File: src/rtl/tl45_pkg.sv
// rtl/tl45_pkg.sv - shared TL45 opcodes, MDU state encoding and divide constants
package tl45_pkg;

   // Execute-stage opcodes shared by the ALU and the MDU.
   localparam logic [4:0] OP_NOP  = 5'h00;
   localparam logic [4:0] OP_ADD  = 5'h01;
   localparam logic [4:0] OP_SUB  = 5'h02;
   localparam logic [4:0] OP_MUL  = 5'h03;
   localparam logic [4:0] OP_DIVU = 5'h04;
   localparam logic [4:0] OP_AND  = 5'h05;
   localparam logic [4:0] OP_OR   = 5'h06;
   localparam logic [4:0] OP_XOR  = 5'h07;
   localparam logic [4:0] OP_REMU = 5'h0F;

   typedef enum logic [1:0] {
      MDU_IDLE = 2'd0,
      MDU_BUSY = 2'd1,
      MDU_DONE = 2'd2
   } mdu_state_e;

   // Quotient reported for a zero divisor; no trap is raised.
   localparam logic [31:0] DIV_ZERO_Q = 32'hFFFF_FFFF;

endpackage

File: src/rtl/tl45_mdu_if.sv
// rtl/tl45_mdu_if.sv - decode/execute buffer and writeback signals of the TL45 MDU
interface tl45_mdu_if;
   logic        i_pipe_stall;
   logic        o_pipe_stall;
   logic        i_pipe_flush;
   logic        o_pipe_flush;
   logic [4:0]  i_opcode;
   logic [3:0]  i_dr;
   logic [31:0] i_sr1_val;
   logic [31:0] i_sr2_val;
   logic [3:0]  o_dr;
   logic [31:0] o_value;
   logic [3:0]  o_of_reg;
   logic [31:0] o_of_val;
   logic        o_busy;

   // Pipeline side: drives the buffered instruction, observes writeback.
   modport master (
      output i_pipe_stall, i_pipe_flush, i_opcode, i_dr, i_sr1_val, i_sr2_val,
      input  o_pipe_stall, o_pipe_flush, o_dr, o_value, o_of_reg, o_of_val, o_busy
   );

   // MDU side.
   modport slave (
      input  i_pipe_stall, i_pipe_flush, i_opcode, i_dr, i_sr1_val, i_sr2_val,
      output o_pipe_stall, o_pipe_flush, o_dr, o_value, o_of_reg, o_of_val, o_busy
   );
endinterface

File: src/rtl/tl45_mdu_iter.sv
// rtl/tl45_mdu_iter.sv - one-bit-per-cycle shift-add / restoring-divide datapath (divider under TL45_MDU_DIV_EN)
module tl45_mdu_iter
   import tl45_pkg::*;
(
   input  logic        clk,
   input  logic        reset_n,
   input  logic        clear,
   input  logic        start,
   input  logic        step,
   input  logic        op_is_div,
   input  logic [31:0] a,
   input  logic [31:0] b,
   output logic [31:0] nxt_prod
`ifdef TL45_MDU_DIV_EN
   ,
   output logic [31:0] nxt_quo,
   output logic [31:0] nxt_rem
`endif
);

   // a_sh: multiplicand shifting left (MUL) or dividend turning into quotient (DIV)
   // b_sh: multiplier shifting right (MUL) or the held divisor (DIV)
   logic [31:0] a_sh, b_sh, acc;
   logic [31:0] a_sh_n, b_sh_n, acc_n;
`ifdef TL45_MDU_DIV_EN
   logic [32:0] rem, rem_n, shifted;
`endif

   // Next state of one iteration; the top registers the post-step result on the final edge.
   always_comb begin
      acc_n  = acc;
      a_sh_n = a_sh;
      b_sh_n = b_sh;
      if (!op_is_div) begin
         acc_n  = b_sh[0] ? (acc + a_sh) : acc;
         a_sh_n = {a_sh[30:0], 1'b0};
         b_sh_n = {1'b0, b_sh[31:1]};
      end
`ifdef TL45_MDU_DIV_EN
      rem_n   = rem;
      shifted = {rem[31:0], a_sh[31]};
      if (op_is_div) begin
         // rem[32] set would already exceed any 32-bit divisor
         if (rem[32] || (shifted >= {1'b0, b_sh})) begin
            rem_n  = shifted - {1'b0, b_sh};
            a_sh_n = {a_sh[30:0], 1'b1};
         end else begin
            rem_n  = shifted;
            a_sh_n = {a_sh[30:0], 1'b0};
         end
      end
`endif
   end

   assign nxt_prod = acc_n;
`ifdef TL45_MDU_DIV_EN
   assign nxt_quo  = (b_sh == 32'd0) ? DIV_ZERO_Q : a_sh_n;
   assign nxt_rem  = rem_n[31:0];
`endif

   // Load operands on start, advance one bit per step, drop everything on reset or flush.
   always_ff @(posedge clk) begin
      if (!reset_n || clear) begin
         a_sh <= '0;
         b_sh <= '0;
         acc  <= '0;
`ifdef TL45_MDU_DIV_EN
         rem  <= '0;
`endif
      end else if (start) begin
         a_sh <= a;
         b_sh <= b;
         acc  <= '0;
`ifdef TL45_MDU_DIV_EN
         rem  <= '0;
`endif
      end else if (step) begin
         a_sh <= a_sh_n;
         b_sh <= b_sh_n;
         acc  <= acc_n;
`ifdef TL45_MDU_DIV_EN
         rem  <= rem_n;
`endif
      end
   end

endmodule

File: src/rtl/tl45_mdu.sv
// rtl/tl45_mdu.sv - TL45 iterative multiply/divide unit, DIVU/REMU enabled by TL45_MDU_DIV_EN
module tl45_mdu
   import tl45_pkg::*;
#(
   parameter int ITERS = 32
)
(
   input logic       i_clk,
   input logic       i_reset_n,
   tl45_mdu_if.slave bus
);

   localparam logic [1:0] S_IDLE = MDU_IDLE;
   localparam logic [1:0] S_BUSY = MDU_BUSY;
   localparam logic [1:0] S_DONE = MDU_DONE;
   localparam logic [4:0] LAST   = 5'(ITERS - 1);

   logic [1:0]  state;
   logic [4:0]  cnt;
   logic [4:0]  op_q;
   logic [3:0]  dr_q;
   logic [3:0]  wb_dr;
   logic [31:0] wb_val;
   logic        is_mdu_op, mdu_busy, start, op_is_div;
   logic [31:0] nxt_prod, result;
`ifdef TL45_MDU_DIV_EN
   logic [31:0] nxt_quo, nxt_rem;

   assign is_mdu_op = (bus.i_opcode == OP_MUL) || (bus.i_opcode == OP_DIVU) ||
                      (bus.i_opcode == OP_REMU);
`else
   assign is_mdu_op = (bus.i_opcode == OP_MUL);
`endif

   assign start     = (state == S_IDLE) && is_mdu_op && !bus.i_pipe_flush;
   assign mdu_busy  = start || (state == S_BUSY);
   assign op_is_div = (op_q == OP_DIVU) || (op_q == OP_REMU);

   assign bus.o_pipe_stall = bus.i_pipe_stall || mdu_busy;
   assign bus.o_pipe_flush = bus.i_pipe_flush;
   assign bus.o_dr         = wb_dr;
   assign bus.o_value      = wb_val;
   assign bus.o_busy       = (state != S_IDLE);
   assign bus.o_of_reg     = (state == S_DONE) ? wb_dr  : 4'd0;
   assign bus.o_of_val     = (state == S_DONE) ? wb_val : 32'd0;

   tl45_mdu_iter u_iter (
      .clk       (i_clk),
      .reset_n   (i_reset_n),
      .clear     (bus.i_pipe_flush),
      .start     (start),
      .step      (state == S_BUSY),
      .op_is_div (op_is_div),
      .a         (bus.i_sr1_val),
      .b         (bus.i_sr2_val),
      .nxt_prod  (nxt_prod)
`ifdef TL45_MDU_DIV_EN
      ,
      .nxt_quo   (nxt_quo),
      .nxt_rem   (nxt_rem)
`endif
   );

   // Pick the writeback value for the latched opcode from the post-step datapath.
   always_comb begin
      result = nxt_prod;
`ifdef TL45_MDU_DIV_EN
      if (op_q == OP_DIVU)
         result = nxt_quo;
      else if (op_q == OP_REMU)
         result = nxt_rem;
`endif
   end

   // Sequencer: issue in IDLE, iterate in BUSY, hold the writeback in DONE while stalled.
   always_ff @(posedge i_clk) begin
      if (!i_reset_n || bus.i_pipe_flush) begin
         state  <= S_IDLE;
         cnt    <= '0;
         op_q   <= OP_NOP;
         dr_q   <= '0;
         wb_dr  <= '0;
         wb_val <= '0;
      end else begin
         case (state)
            S_IDLE: begin
               if (is_mdu_op) begin
                  op_q  <= bus.i_opcode;
                  dr_q  <= bus.i_dr;
                  cnt   <= '0;
                  state <= S_BUSY;
               end
            end
            S_BUSY: begin
               if (cnt == LAST) begin
                  cnt    <= '0;
                  state  <= S_DONE;
                  wb_dr  <= dr_q;
                  wb_val <= result;
               end else begin
                  cnt <= cnt + 5'd1;
               end
            end
            S_DONE: begin
               if (!bus.i_pipe_stall) begin
                  state  <= S_IDLE;
                  wb_dr  <= '0;
                  wb_val <= '0;
               end
            end
            default: state <= S_IDLE;
         endcase
      end
   end

endmodule

File: src/flat_wrapper.sv
// flat-port wrapper written by rule: the top's interface ports become plain ports
module tl45_mdu_flat import tl45_pkg::*;
#(
   parameter int ITERS = 32
)
  (i_clk, i_reset_n, bus_i_pipe_stall, bus_i_pipe_flush, bus_i_opcode, bus_i_dr, bus_i_sr1_val, bus_i_sr2_val, bus_o_pipe_stall, bus_o_pipe_flush, bus_o_dr, bus_o_value, bus_o_of_reg, bus_o_of_val, bus_o_busy);
  tl45_mdu_if bus_i ();
  input logic i_clk;
  input logic i_reset_n;
  input wire logic [$bits(bus_i.i_pipe_stall)-1:0] bus_i_pipe_stall;
  input wire logic [$bits(bus_i.i_pipe_flush)-1:0] bus_i_pipe_flush;
  input wire logic [$bits(bus_i.i_opcode)-1:0] bus_i_opcode;
  input wire logic [$bits(bus_i.i_dr)-1:0] bus_i_dr;
  input wire logic [$bits(bus_i.i_sr1_val)-1:0] bus_i_sr1_val;
  input wire logic [$bits(bus_i.i_sr2_val)-1:0] bus_i_sr2_val;
  output wire logic [$bits(bus_i.o_pipe_stall)-1:0] bus_o_pipe_stall;
  output wire logic [$bits(bus_i.o_pipe_flush)-1:0] bus_o_pipe_flush;
  output wire logic [$bits(bus_i.o_dr)-1:0] bus_o_dr;
  output wire logic [$bits(bus_i.o_value)-1:0] bus_o_value;
  output wire logic [$bits(bus_i.o_of_reg)-1:0] bus_o_of_reg;
  output wire logic [$bits(bus_i.o_of_val)-1:0] bus_o_of_val;
  output wire logic [$bits(bus_i.o_busy)-1:0] bus_o_busy;
  assign bus_i.i_pipe_stall = bus_i_pipe_stall;
  assign bus_i.i_pipe_flush = bus_i_pipe_flush;
  assign bus_i.i_opcode = bus_i_opcode;
  assign bus_i.i_dr = bus_i_dr;
  assign bus_i.i_sr1_val = bus_i_sr1_val;
  assign bus_i.i_sr2_val = bus_i_sr2_val;
  assign bus_o_pipe_stall = bus_i.o_pipe_stall;
  assign bus_o_pipe_flush = bus_i.o_pipe_flush;
  assign bus_o_dr = bus_i.o_dr;
  assign bus_o_value = bus_i.o_value;
  assign bus_o_of_reg = bus_i.o_of_reg;
  assign bus_o_of_val = bus_i.o_of_val;
  assign bus_o_busy = bus_i.o_busy;
  tl45_mdu #(.ITERS(ITERS)) u_core (.i_clk(i_clk), .i_reset_n(i_reset_n), .bus(bus_i));
endmodule
File: config.mk
export PLATFORM = sky130hd
export DESIGN_NAME = tl45_mdu_flat
export DESIGN_NICKNAME = d
export VERILOG_FILES = /design/src/rtl/tl45_pkg.sv /design/src/rtl/tl45_mdu_if.sv /design/src/rtl/tl45_mdu_iter.sv /design/src/rtl/tl45_mdu.sv /design/src/flat_wrapper.sv
export SDC_FILE = /design/constraint.sdc
export NUM_CORES = 1
export LEC_CHECK = 0
export ABC_AREA = 0
export BUFFER_PORTS_ARGS = -buffer_cell sky130_fd_sc_hd__buf_2
export CAP_MARGIN = 20
export CORE_MARGIN = 3
export CORE_UTILIZATION = 60
export DETAILED_ROUTE_END_ITERATION = 8
export PLACE_DENSITY = 0.86
export SYNTH_ARGS = -nofsm -noshare
export SYNTH_HDL_FRONTEND = slang
export SYNTH_SLANG_ARGS = --single-unit
File: constraint.sdc
create_clock -name i_clk -period 3.7 [get_ports i_clk]
set_input_delay 0.37 -clock i_clk [delete_from_list [all_inputs] [get_ports i_clk]]
set_output_delay 0.37 -clock i_clk [all_outputs]
set_load 0.01 [all_outputs]
==> Yosys cells after proc, flatten, opt, wreduce, memory -nomap -nowiden <==
Index checks and enable logic that the tools add are counted.
{ "op_classes": {"addsub": 2, "n_eq_ne": 10, "mux": 23, "n_reduce_logical": 19} }
{ "op_table": {"columns": ["operator", "n"], "rows": [
  ["32-bit two-way mux", 11],
  ["32-bit case mux with 2 select lines", 1],
  ["32-bit adder", 1],
  ["4-bit two-way mux", 3],
  ["5-bit two-way mux", 2],
  ["5-bit case mux with 2 select lines", 1],
  ["4-bit case mux with 2 select lines", 1],
  ["2-bit nonzero test", 4],
  ["2-bit two-way mux", 3],
  ["2-bit by 1-bit inequality test with 1-bit output (second input constant)", 3],
  ["2-bit case mux with 3 select lines", 1],
  ["2-bit AND reduction", 3],
  ["3-bit AND reduction", 2],
  ["5-bit by 1-bit adder with 5-bit output (second input constant)", 1],
  ["5-bit by 2-bit == test with 1-bit output (second input constant)", 1],
  ["5-bit by 3-bit == test with 1-bit output (second input constant)", 1],
  ["5-bit by 4-bit == test with 1-bit output (second input constant)", 1],
  ["5-bit == test (second input constant)", 1],
  ["1-bit logical OR", 4],
  ["2-bit by 1-bit == test with 1-bit output (second input constant)", 1],
  ["2-bit == test (second input constant)", 1],
  ["1-bit logical AND", 2],
  ["1-bit zero test", 2],
  ["2-bit zero test", 1],
  ["2 further kinds", 2]
]} }
{ "word_totals": {"reg_bits": 148, "input_bits": 77, "output_inout_bits": 75, "word_cells": 63} }

==> Logic depth before layout (Yosys ltp) <==
Gate-level depths: netlist of run 1.
{ "depth": {"word_depth": 5, "depth_mapped": 11, "depth_no_buf": 10} }

==> Hierarchy <==
A second synthesis of run 1 with hierarchy kept.
{ "hier_totals": {"cells_unflattened": 1161, "area_unflattened_um2": 8645.8} }
{ "by_module_without_submodules": {"columns": ["mod", "instances", "cells_each", "area_each_um2", "seq_area_each_um2"], "rows": [
  ["tl45_mdu_iter", 1, 869, 6104.6, 1921.8],
  ["tl45_mdu", 1, 292, 2541.2, 1041.0]
]} }

==> Least setup slack after synthesis of run 1 <==
No wires, ideal clock.
{ "synth_timing": {"path_kind": "register to register", "from": "reg u_core.u_iter.a_sh[0]", "to": "reg u_core.wb_val[30], in the netlist u_core.bus.o_value[30]", "setup_ns": 0.115, "arrival_time_ns": 2.432, "t_required_ns": 3.585, "slack_ns": 1.153, "path_stages_with_launch": 11, "n_path_buf": 0, "period_less_slack_ns": 2.547, "cell_sequence": "dfxtp_1 ha_1 fa_1 a21o_1 a31o_1 a31oi_4 a211oi_2 o41a_1 a211oi_2 nor3_1 o21a_1"} }
{ "synth_via": {"elab_chain_cells": 5} }
{ "synth_rtl": {"columns": ["item", "line", "rtl"], "rows": [
  ["start, declared", "tl45_mdu_iter.sv:23", "logic [31:0] a_sh, b_sh, acc;"],
  ["start signal, assigned", "tl45_mdu_iter.sv:78", "a_sh <= a_sh_n;"],
  ["32-bit adder", "tl45_mdu_iter.sv:35", "acc_n = b_sh[0] ? (acc + a_sh) : acc;"],
  ["32-bit two-way mux", "tl45_mdu_iter.sv:35", null],
  ["32-bit two-way mux", "tl45_mdu_iter.sv:34", "if (!op_is_div) begin"],
  ["32-bit two-way mux", "tl45_mdu.sv:95", "if (cnt == LAST) begin"],
  ["32-bit case mux with 2 select lines", "tl45_mdu.sv:85", "case (state)"],
  ["end signal, assigned", "tl45_mdu.sv:99", "wb_val <= result;"],
  ["end, declared", "tl45_mdu.sv:23", "logic [31:0] wb_val;"]
]} }
Every way passes these cells. The select of a mux whose other input is x is not followed.
A chain may end at the register's enable or synchronous reset.

==> Worst setup path in the final report of run 1 <==
{ "layout_timing": {"from": "reg u_core.u_iter.a_sh[0]", "to": "reg u_core.u_iter.acc[30]"} }
{ "layout_via": {"elab_chain_cells": 3} }
{ "layout_rtl": {"columns": ["item", "line", "rtl"], "rows": [
  ["32-bit adder", "tl45_mdu_iter.sv:35", null],
  ["32-bit two-way mux", "tl45_mdu_iter.sv:35", null],
  ["32-bit two-way mux", "tl45_mdu_iter.sv:34", null],
  ["end signal, assigned", "tl45_mdu_iter.sv:80", "acc <= acc_n;"],
  ["end, declared", "tl45_mdu_iter.sv:23", null]
]} }
Every way passes these cells.

==> flow_summary.yaml, run 1 <==
status:
  outcome: "finished clean"
logic_synthesis:
  netlist_area_um2: 7910
  synth-seq-area-share_pct: 37.5
  synth.most_common_cell: "nand2_1"
  yosysWarnings: 0
  synth_enable_flop_cells: 0
  ys_async_sr_fraction_pct: 0
  synth.top_cells.by_area: "dfxtp_1 (37%), nand2_1 (8.4%), a311oi_1 (6.6%)"
  yosys.area.top_type_share_pct: 37.5
  yosysTopAreaCell: "dfxtp_1"
  synth_cell_type_count: 68
  ys_ff_latch: 148
  synthFlopType: "dfxtp_1"
  synth_area_per_cell_um2: 7.97
  netlist_instances: 992
  post_synth_most_frequent_cells: "nand2_1 (176), dfxtp_1 (148), nor2_1 (118)"
  synth.net_count: 1103
placement:
  io_buffer_count: 151
  dpl.hpwl_um: 14900
  detailed_place.area_um2: 8700
  detailedPlace.worstSlack_ns: 0.982
  globalplace.congestion: 0.953
sta:
  number_of_max_slew_violations_in_the_final_report: 0
  maxClockFrequency_mhz: 365
  worst_pin_slew_ns: 0.984
  timing.hold.ws_ns: 0.177
  skew_ns: 0.00947
  min_period_over_period_pct: 74.1
  slew_headroom_pct: 34.4
  rsz0062_at_grt: "false"
  fin_tns_setup_ns: 0
  layout_min_cycle_time_ns: 2.74
  finalHoldViolCount: 0
  setup_ws_ns: 0.959
  finalSetupViolCount: 0
clocking:
  cts-hold-fix-buffers: 0
  cts.path.max_buffers: 2
  cts_setup_buffers: 0
  tritoncts.num_buffers: 17
  clk_pin_slew_ns: 0.06
  worstSkewPairLatency_ns: 0.43
  ctsRootBufferMaster: "clkbuf_16"
  tritoncts: "built"
  htree_levels: 4
  cts_repair_resize_count: 0
  cts.sinks: 148
detailed_routing:
  drt-initial-drc-count: 612
  drt.antenna.violating_nets: 0
  remaining_drcs: 0
  via_count: 7660
  drtPass1Iterations: 5
  via_density_per_instance: 5.94
  wl_um: 21400
  detail_route.wl_per_cell_um: 16.6
finish:
  layout-drive-gt1-share_pct: 19.9
  area_delta_synth_final_pct: 17.3
  final_design_area_no_fill_um2: 9280
  nets: 1217
  utilization_pct: 72.6
  diodes: 0
grt:
  antenna_found_initial: 0
  via_count_of_the_first_global_routing_pass: 7035
  grt_pass1_wl_um: 34900
  grt_start_max_net_pins: 94
  grt_remaining_overflow: 0
  globalRouteTotalUtil_pct: 29.6
critical_path:
  worstReg2RegStart: "u_core.u_iter.a_sh[0]"
  worstSetupPathType: "reg -> reg"
  r2r_cells: 10
  cp_max_fo: 3
  timing.critical_path.to_type: "register"
  timing.critical_path.arrival_ns: 3.06
  reg2reg_to: "u_core.u_iter.acc[30]"
  cp.required_ns: 4.02
  start_kind: "register"
  r2r_setup_slack_ns: 0.96
floorplan:
  io_pins: 152
  die_outline_width_um: 121
  die_area_um2: 14600
  initial_utilization_pct: 61.9
  core-area_um2: 12800
  placementRows: 41
  die_y_um: 121
power_and_ir_drop:
  power_leakage_nw: 3.94
  peakVddDrop_uv: 320
  power-per-cell-area_nw_per_um2: 366
hold_path:
  worst_hold_path.num_cells: 3
  hold_path.startpoint: "bus_i_dr[1]"
  min_delay_worst_endpoint: "u_core.dr_q[1]"
  hold_path_class: "in -> reg"
job:
  drv_cap: 0
==> through the flow <==
stage          total power [mW]  std cells
2_1_floorplan              1.69        992
3_3_place_gp               1.74       1259
3_5_place_dp               1.74       1259
4_1_cts                    3.40       1290
5_1_grt                    3.48       1290
6_report                   3.39       1290
==> final cells by class <==
| class | instances | area [um2] |
|---|---|---|
| Multi-Input combinational cell | 747 | 4560 |
| Inverter | 25 | 93.8 |
| Timing Repair Buffer | 167 | 876 |
| Clock buffer | 18 | 439 |
| Tap cell | 172 | 215 |
| Sequential cell | 148 | 2960 |
| Fill cell | 1036 | 3500 |
| Clock inverter | 13 | 134 |
==> layout by cell type (no fill, tap or decap), types with 17 or more instances in the layout <==
master       n
buf_2      151
clkbuf_16   17
nand2_1    175
inv_1       25
a311oi_1    60
dfxtp_1    148
a21oi_1     63
and2_1      43
nor2_1     118
o21ai_0     25
ha_1        33
nand3_1     17
==> worst max-delay path, stage by stage, from the launching register on <==
cell and delay (ns):
dfxtp_1 0.33, ha_1 0.24, fa_1 0.41, a21o_1 0.21
a31o_1 0.27, a31oi_4 0.18, a211oi_2 0.12, o41a_1 0.36
a211oi_2 0.27, o31ai_1 0.09, and2_1 0.16
==> logic make-up after synthesis <==
| group | Yosys count | synth area share [%] |
|---|---|---|
| XOR/XNOR | 27 | 2.99 |
| adder cells (fa/ha/maj) | 34 | 5.47 |
| buffers and inverters | 97 | 5.14 |
| AND/OR/NAND/NOR | 408 | 22.8 |
| multiplexers | 14 | 1.77 |
| AO/OA/AOI/OAI | 264 | 24.3 |
| flip-flops | 148 | 37.5 |
==> sequential cells by signal (all words and copies together) (netlist names) <==
register and flops:
u_core.cnt 5, u_core.u_iter.a_sh 32, u_core.op_q 5, u_core.bus.o_dr 4, u_core.dr_q 4, u_core.bus.o_value 32
u_core.u_iter.acc 32, u_core.state 2, u_core.u_iter.b_sh 32
==> worst max-delay path by stage <==
stage,startpoint,end,slack [ns],cells past startpoint
5_1_grt,u_core.u_iter.a_sh[0],u_core.bus.o_value[18],0.78,10
4_1_cts,u_core.state[1],bus_o_pipe_stall,0.96,6
2_1_floorplan,u_core.u_iter.a_sh[0],u_core.bus.o_value[30],1.15,10
3_3_place_gp,u_core.u_iter.a_sh[0],u_core.bus.o_value[30],1.02,10
3_5_place_dp,u_core.u_iter.a_sh[0],u_core.bus.o_value[30],0.98,10
6_report,u_core.u_iter.a_sh[0],u_core.u_iter.acc[30],0.96,10
==> where the power goes <==
group / internal, mW / total (mW) / switching [mW]
Clock: 1.00 / 1.68 / 0.679
Combinational: 0.0439 / 0.109 / 0.0651
Sequential: 1.60 / 1.60 / 0.00332
==> layer usage <==
layer	share of wire [%]	global-route usage, %	vias up	wire length, um
met5	0	0	-	0
met4	2.3	10.1	0	486
met3	5.5	6.27	36	1180
met2	49	50.2	247	10500
met1	43	37.5	3615	9170
li1	-	-	3762	-
Power figures use the tool's default switching activity.
==> run 2: changes to the inputs <==
--- a/config.mk
+++ b/config.mk
@@ -9,9 +9,9 @@
 export BUFFER_PORTS_ARGS = -buffer_cell sky130_fd_sc_hd__buf_2
 export CAP_MARGIN = 20
 export CORE_MARGIN = 3
-export CORE_UTILIZATION = 60
+export CORE_UTILIZATION = 56
 export DETAILED_ROUTE_END_ITERATION = 8
-export PLACE_DENSITY = 0.86
+export PLACE_DENSITY = 0.81
 export SYNTH_ARGS = -nofsm -noshare
 export SYNTH_HDL_FRONTEND = slang
 export SYNTH_SLANG_ARGS = --single-unit
==> constraint.sdc (replaced) <==
create_clock -name i_clk -period 2.6 [get_ports i_clk]
set_input_delay 0.26 -clock i_clk [delete_from_list [all_inputs] [get_ports i_clk]]
set_output_delay 0.26 -clock i_clk [all_outputs]
set_load 0.01 [all_outputs]
==> run 2 against run 1 <==
  * Highest routed layer is now met5
  * First-iteration DRC count rose by 6.2%
  * Power rose by 44%
  * Critical path type unchanged
  * Worst setup slack got worse by 0.93 ns
  * Non-clock buffer count rose by 35
  * Wire length rose by 6.8%
  * Sequential power rose by 42%
==> flow_summary.yaml, run 2 (synthesis results as in run 1) <==
sta:
  slew_headroom_pct: 53.0
  finalSetupViolCount: 0
  fin_tns_setup_ns: 0
  setup_ws_ns: 0.0248
  min_period_over_period_pct: 99.0
  finalHoldViolCount: 0
  rsz0062_at_grt: "true"
  worst_pin_slew_ns: 0.705
  number_of_max_slew_violations_in_the_final_report: 0
  skew_ns: 0.00924
  layout_min_cycle_time_ns: 2.58
  maxClockFrequency_mhz: 388
  timing.hold.ws_ns: 0.0690
finish:
  diodes: 0
  mostFrequentLayoutCells: "nand2_1 (175), buf_2 (151), dfxtp_1 (145), nor2_1 (114), a311oi_1 (60)"
  area_delta_synth_final_pct: 23.3
  layout-drive-gt1-share_pct: 24.6
  nets: 1252
  layout.cells.non_filler: 1329
  most_common_library_cell_in_the_layout_ignoring_fill_and_taps: "nand2_1"
  utilization_pct: 72.2
  fill_cells: 1086
  final_design_area_no_fill_um2: 9750
detailed_routing:
  remaining_drcs: 0
  dr.max_layer_used: "met5"
  dr_wl_met3_um: 1630
  detail_route.wl_per_cell_um: 17.2
  drt.antenna.violating_nets: 0
  routed-wl-met2_um: 11200
  wl_um: 22800
  via_density_per_instance: 5.93
  met1Wirelength_um: 9340
  drt-initial-drc-count: 650
  drtPass1Iterations: 5
  via_count: 7887
critical_path:
  r2r_setup_slack_ns: 0.02
  start_kind: "register"
  timing.critical_path.max_delay_family: "compound AO/OA/AOI/OAI gates"
  reg2reg_to: "u_core.bus.o_value[29]"
  worst_path_largest_cell_delay_ns: 0.40
  timing.critical_path.buf_inv: 0
  timing.critical_path.arrival_ns: 2.88
  cell_chain_critical_path: "ha_2 -> o211ai_1 -> o211ai_1 -> nand4_1 -> a211oi_2 -> o211ai_2 -> a31oi_4 -> mux2i_1 -> o21ai_1"
  cp.required_ns: 2.90
  r2r_cells: 9
  standard_cell_with_the_maximum_stage_delay_on_the_critical_path: "ha_2"
  timing.critical_path.to_type: "register"
  cp_max_fo: 6
  worstReg2RegStart: "u_core.u_iter.acc[4]"
  worstSetupPathType: "reg -> reg"
  timing.critical_path.mode_cell: "o211ai_1"
clocking:
  tritoncts: "built"
  cts.sinks: 148
  worstSkewPairLatency_ns: 0.43
  cts.path.max_buffers: 2
  clk_pin_slew_ns: 0.06
  ctsRootBufferMaster: "clkbuf_16"
  htree_levels: 4
  tritoncts.num_buffers: 17
floorplan:
  io_pins: 152
  die_area_um2: 15600
  placementRows: 42
  die_outline_width_um: 125
  die_y_um: 125
  core-area_um2: 13500
  initial_utilization_pct: 58.6
hold_path:
  worst_hold_path.num_cells: 3
  hold_path.startpoint: "bus_i_dr[2]"
  hold_path_class: "in -> reg"
  min_delay_worst_endpoint: "u_core.dr_q[2]"
placement:
  dpl.hpwl_um: 15900
  detailed_place.area_um2: 8980
  globalplace.congestion: 0.962
  io_buffer_count: 151
  placed_cells_incl_taps: 1293
  detailedPlace.worstSlack_ns: -0.0856
power_and_ir_drop:
  comb_power_share_pct: 3.4
  power_leakage_nw: 4.11
  pwr-share-seq_pct: 46.7
  pwr-share-clk_pct: 49.8
  power-per-cell-area_nw_per_um2: 500
  finalPower_mw: 4.88
  peakVddDrop_uv: 494
  power.net_switching_mw: 1.05
  switching_share_pct: 21.6
  p_int_mw: 3.83
grt:
  via_count_of_the_first_global_routing_pass: 7367
  antenna_found_initial: 1
  grt_remaining_overflow: 0
  grt_pass1_wl_um: 36300
  grt_start_max_net_pins: 64
  globalRouteTotalUtil_pct: 28.1
job:
  drv_cap: 0
status:
  outcome: "finished clean"
run 2: cell count changes in the layout (fill, tap and decap cells not counted), sizes merged:
cell | before | now
buf | 167 | 202
clkbuf | 18 | 23
clkinv | 7 | 3
inv | 26 | 25
run 2: area by class of cell:
type	count	area (um2)	area share [%]
multi-input cells	747	4700	48.2
flip-flops and latches	148	2970	30.4
repair buffers	202	1190	12.2
clock buffers	23	478	4.90
well taps	176	220	2.26
clock inverters	8	101	1.04
inverters	25	93.8	0.963
run 2: layer usage:
layer	vias up	global-route usage (%)
met2	301	48.3
met3	45	6.52
met1	3707	34.5
li1	3832	-
met4	2	10.1
met5	-	0
run 2: worst max-delay path by stage:
stage | startpoint | end | slack [ns] | cells after the start
2_1_floorplan | u_core.u_iter.a_sh[0] | u_core.bus.o_value[30] | 0.05 | 10
3_3_place_gp | u_core.u_iter.a_sh[0] | u_core.bus.o_value[30] | -0.04 | 10
3_5_place_dp | u_core.u_iter.a_sh[0] | u_core.u_iter.acc[30] | -0.09 | 10
4_1_cts | u_core.u_iter.acc[0] | u_core.u_iter.acc[30] | 0.002 | 10
5_1_grt | u_core.u_iter.acc[4] | u_core.bus.o_value[29] | -0.05 | 9
6_report | u_core.u_iter.acc[4] | u_core.bus.o_value[29] | 0.02 | 9
run 2: what timing repair did:
| action | CTS | global route |
|---|---|---|
| buffers inserted | 1 | 4 |
| pin swaps | 3 | 6 |
| resized for setup | 4 | 32 |
| setup endpoints to repair | 8 | 23 |
| hold buffers | 0 | 0 |
| cloned | 0 | 0 |
| hold endpoints to repair | 0 | 0 |
run 2: power groups by stage:
| stage | Sequential, mW | Clock, mW | Combinational [mW] |
|---|---|---|---|
| after global routing | 2.28 | 2.55 | 0.182 |
| after floorplan | 2.33 | 0 | 0.0732 |
| after global placement | 2.33 | 0 | 0.161 |
| after detailed placement | 2.33 | 0 | 0.163 |
| final | 2.28 | 2.43 | 0.167 |
| after CTS | 2.28 | 2.44 | 0.164 |
run 2: worst register-to-register path, delay by kind of cell (launching register included):
family          cells  cell delay, ns
mux                 1            0.23
flops               1            0.33
simple gates        1            0.20
fa+ha+maj           1            0.40
compound gates      6            1.30
==> run 3: changes to the inputs <==
--- a/config.mk
+++ b/config.mk
@@ -8,10 +8,13 @@
 export ABC_AREA = 0
 export BUFFER_PORTS_ARGS = -buffer_cell sky130_fd_sc_hd__buf_2
 export CAP_MARGIN = 20
+export CELL_PAD_IN_SITES_DETAIL_PLACEMENT = 0
+export CELL_PAD_IN_SITES_GLOBAL_PLACEMENT = 1
 export CORE_MARGIN = 3
-export CORE_UTILIZATION = 56
+export CORE_UTILIZATION = 41
+export CTS_CLUSTER_SIZE = 14
 export DETAILED_ROUTE_END_ITERATION = 8
-export PLACE_DENSITY = 0.81
+export PLACE_DENSITY = 0.8
 export SYNTH_ARGS = -nofsm -noshare
 export SYNTH_HDL_FRONTEND = slang
 export SYNTH_SLANG_ARGS = --single-unit
==> run 3 against run 2 <==
  * Hold slack worse by 0.0089 ns
  * Largest power group unchanged
  * First-iteration DRC count is 40% lower
  * Power increased by 1.1%
  * Clock skew decreased by 0.0015 ns
==> flow_summary.yaml, run 3 (synthesis results as in run 1) <==
status:
  outcome: "finished clean"
sta:
  timing.hold.ws_ns: 0.0601
  rsz0062_at_grt: "true"
  fin_tns_setup_ns: 0
  setup_ws_ns: 0.0464
  min_period_over_period_pct: 98.2
  skew_ns: 0.00778
  finalHoldViolCount: 0
  worst_pin_slew_ns: 0.695
  slew_headroom_pct: 53.6
  maxClockFrequency_mhz: 392
  number_of_max_slew_violations_in_the_final_report: 0
  layout_min_cycle_time_ns: 2.55
  finalSetupViolCount: 0
power_and_ir_drop:
  power_leakage_nw: 4.15
  finalPower_mw: 4.93
  peakVddDrop_uv: 488
  power.net_switching_mw: 1.08
  power-per-cell-area_nw_per_um2: 496
  p_int_mw: 3.85
  pwr-share-seq_pct: 46.2
  switching_share_pct: 21.9
  pwr-share-clk_pct: 50.3
  comb_power_share_pct: 3.5
critical_path:
  start_kind: "register"
  timing.critical_path.from: "u_core.u_iter.acc[0]"
  r2r_cells: 10
  critical_path_end: "u_core.bus.o_value[30]"
  reg2reg_to: "u_core.bus.o_value[30]"
  r2r_setup_slack_ns: 0.05
  timing.critical_path.arrival_ns: 2.87
  standard_cell_with_the_maximum_stage_delay_on_the_critical_path: "o41a_1"
  cp.required_ns: 2.92
  cp_max_fo: 2
  worst_path_largest_cell_delay_ns: 0.36
  cell_chain_critical_path: "ha_4 -> fa_2 -> a21o_1 -> a31o_1 -> a31oi_4 -> a211oi_4 -> o41a_1 -> a211oi_2 -> nor3_1 -> o21a_1"
  timing.critical_path.to_type: "register"
  worstSetupPathType: "reg -> reg"
  worstReg2RegStart: "u_core.u_iter.acc[0]"
finish:
  most_common_library_cell_in_the_layout_ignoring_fill_and_taps: "nand2_1"
  final_design_area_no_fill_um2: 9940
  layout.cells.non_filler: 1424
  area_delta_synth_final_pct: 25.7
  fill_cells: 1866
  nets: 1262
  diodes: 0
  utilization_pct: 52.8
  layout-drive-gt1-share_pct: 25.1
  mostFrequentLayoutCells: "nand2_1 (174), buf_2 (151), dfxtp_1 (146), nor2_1 (117), a311oi_1 (60)"
clocking:
  cts-hold-fix-buffers: 0
  tritoncts.num_buffers: 17
  cts.sinks: 148
  worstSkewPairLatency_ns: 0.43
  tritoncts: "built"
  htree_levels: 4
  cts.path.max_buffers: 2
  ctsRootBufferMaster: "clkbuf_16"
  clk_pin_slew_ns: 0.06
placement:
  dpl.hpwl_um: 16500
  placed_cells_incl_taps: 1385
  detailed_place.area_um2: 9140
  globalplace.congestion: 0.925
  detailedPlace.worstSlack_ns: -0.0558
  io_buffer_count: 151
floorplan:
  placementRows: 50
  io_pins: 152
  core-area_um2: 18800
  initial_utilization_pct: 42.0
  die_outline_width_um: 145
  die_y_um: 145
  die_area_um2: 21000
grt:
  grt_pass1_wl_um: 35800
  grt_remaining_overflow: 0
  globalRouteTotalUtil_pct: 21.6
  via_count_of_the_first_global_routing_pass: 6898
  antenna_found_initial: 0
  grt_start_max_net_pins: 55
detailed_routing:
  via_density_per_instance: 5.40
  drtPass1Iterations: 5
  remaining_drcs: 0
  via_count: 7690
  drt-initial-drc-count: 393
  wl_um: 23400
  drt.antenna.violating_nets: 0
  detail_route.wl_per_cell_um: 16.5
job:
  drv_cap: 0
hold_path:
  worst_hold_path.num_cells: 2
  hold_path_class: "in -> reg"
  hold_path.startpoint: "bus_i_pipe_stall"
==> run 3: changes by cell type in the layout (fill, tap and decap cells not counted), moves of 2 or more <==
cell	before	now
nor2_1	114	117
ha_2	6	3
buf_4	47	56
o21ai_2	0	2
clkbuf_8	3	0
o21ai_0	25	23
nor2_2	4	1
ha_4	1	3
clkinvlp_4	3	5
==> run 3: final cells by class <==
class | count | area [um2] | area share, %
clock buffers | 20 | 437 | 4.39
clock inverters | 12 | 155 | 1.56
inverters | 25 | 93.8 | 0.944
multi-input cells | 748 | 4720 | 47.5
flip-flops and latches | 148 | 2970 | 29.8
well taps | 260 | 325 | 3.27
repair buffers | 211 | 1250 | 12.5
==> run 3: metal layers <==
layer	global-route usage, %	vias to the layer above	part of all wire, %
met5	0	-	0
met4	5.55	0	1.5
met3	5.49	21	5.5
met2	36.1	203	48
met1	27.9	3599	45
li1	-	3867	-
==> run 3: what timing repair did <==
| item | in CTS | in global routing |
|---|---|---|
| pin swaps | 11 | 22 |
| buffers inserted | 3 | 3 |
| gates resized for setup | 8 | 28 |
| gates cloned | 0 | 1 |
| endpoints found under the setup margin | 7 | 27 |
==> run 3: worst min-delay path by stage <==
stage	to	slack, ns
after global placement	u_core.op_q[2]	0.44
final	u_core.state[0]	0.06
after floorplan	u_core.state[0]	0.37
after detailed placement	u_core.op_q[2]	0.44
after global routing	u_core.state[0]	0.05
after CTS	u_core.state[0]	0.05
==> run 3: power groups by stage <==
stage / clock network (mW) / registers (mW) / logic [mW]
after floorplan: 0 / 2.33 / 0.0732
after global placement: 0 / 2.33 / 0.167
after detailed placement: 0 / 2.33 / 0.168
after CTS: 2.53 / 2.28 / 0.170
after global routing: 2.64 / 2.28 / 0.187
final: 2.48 / 2.28 / 0.171
==> run 3: worst max-delay path: cells and delay by family, from the launching register on <==
kind | cells | cell delay [ns]
adder cells (fa/ha/maj) | 2 | 0.50
AO/OA/AOI/OAI | 7 | 1.55
flip-flops | 1 | 0.33
AND/OR/NAND/NOR | 1 | 0.08
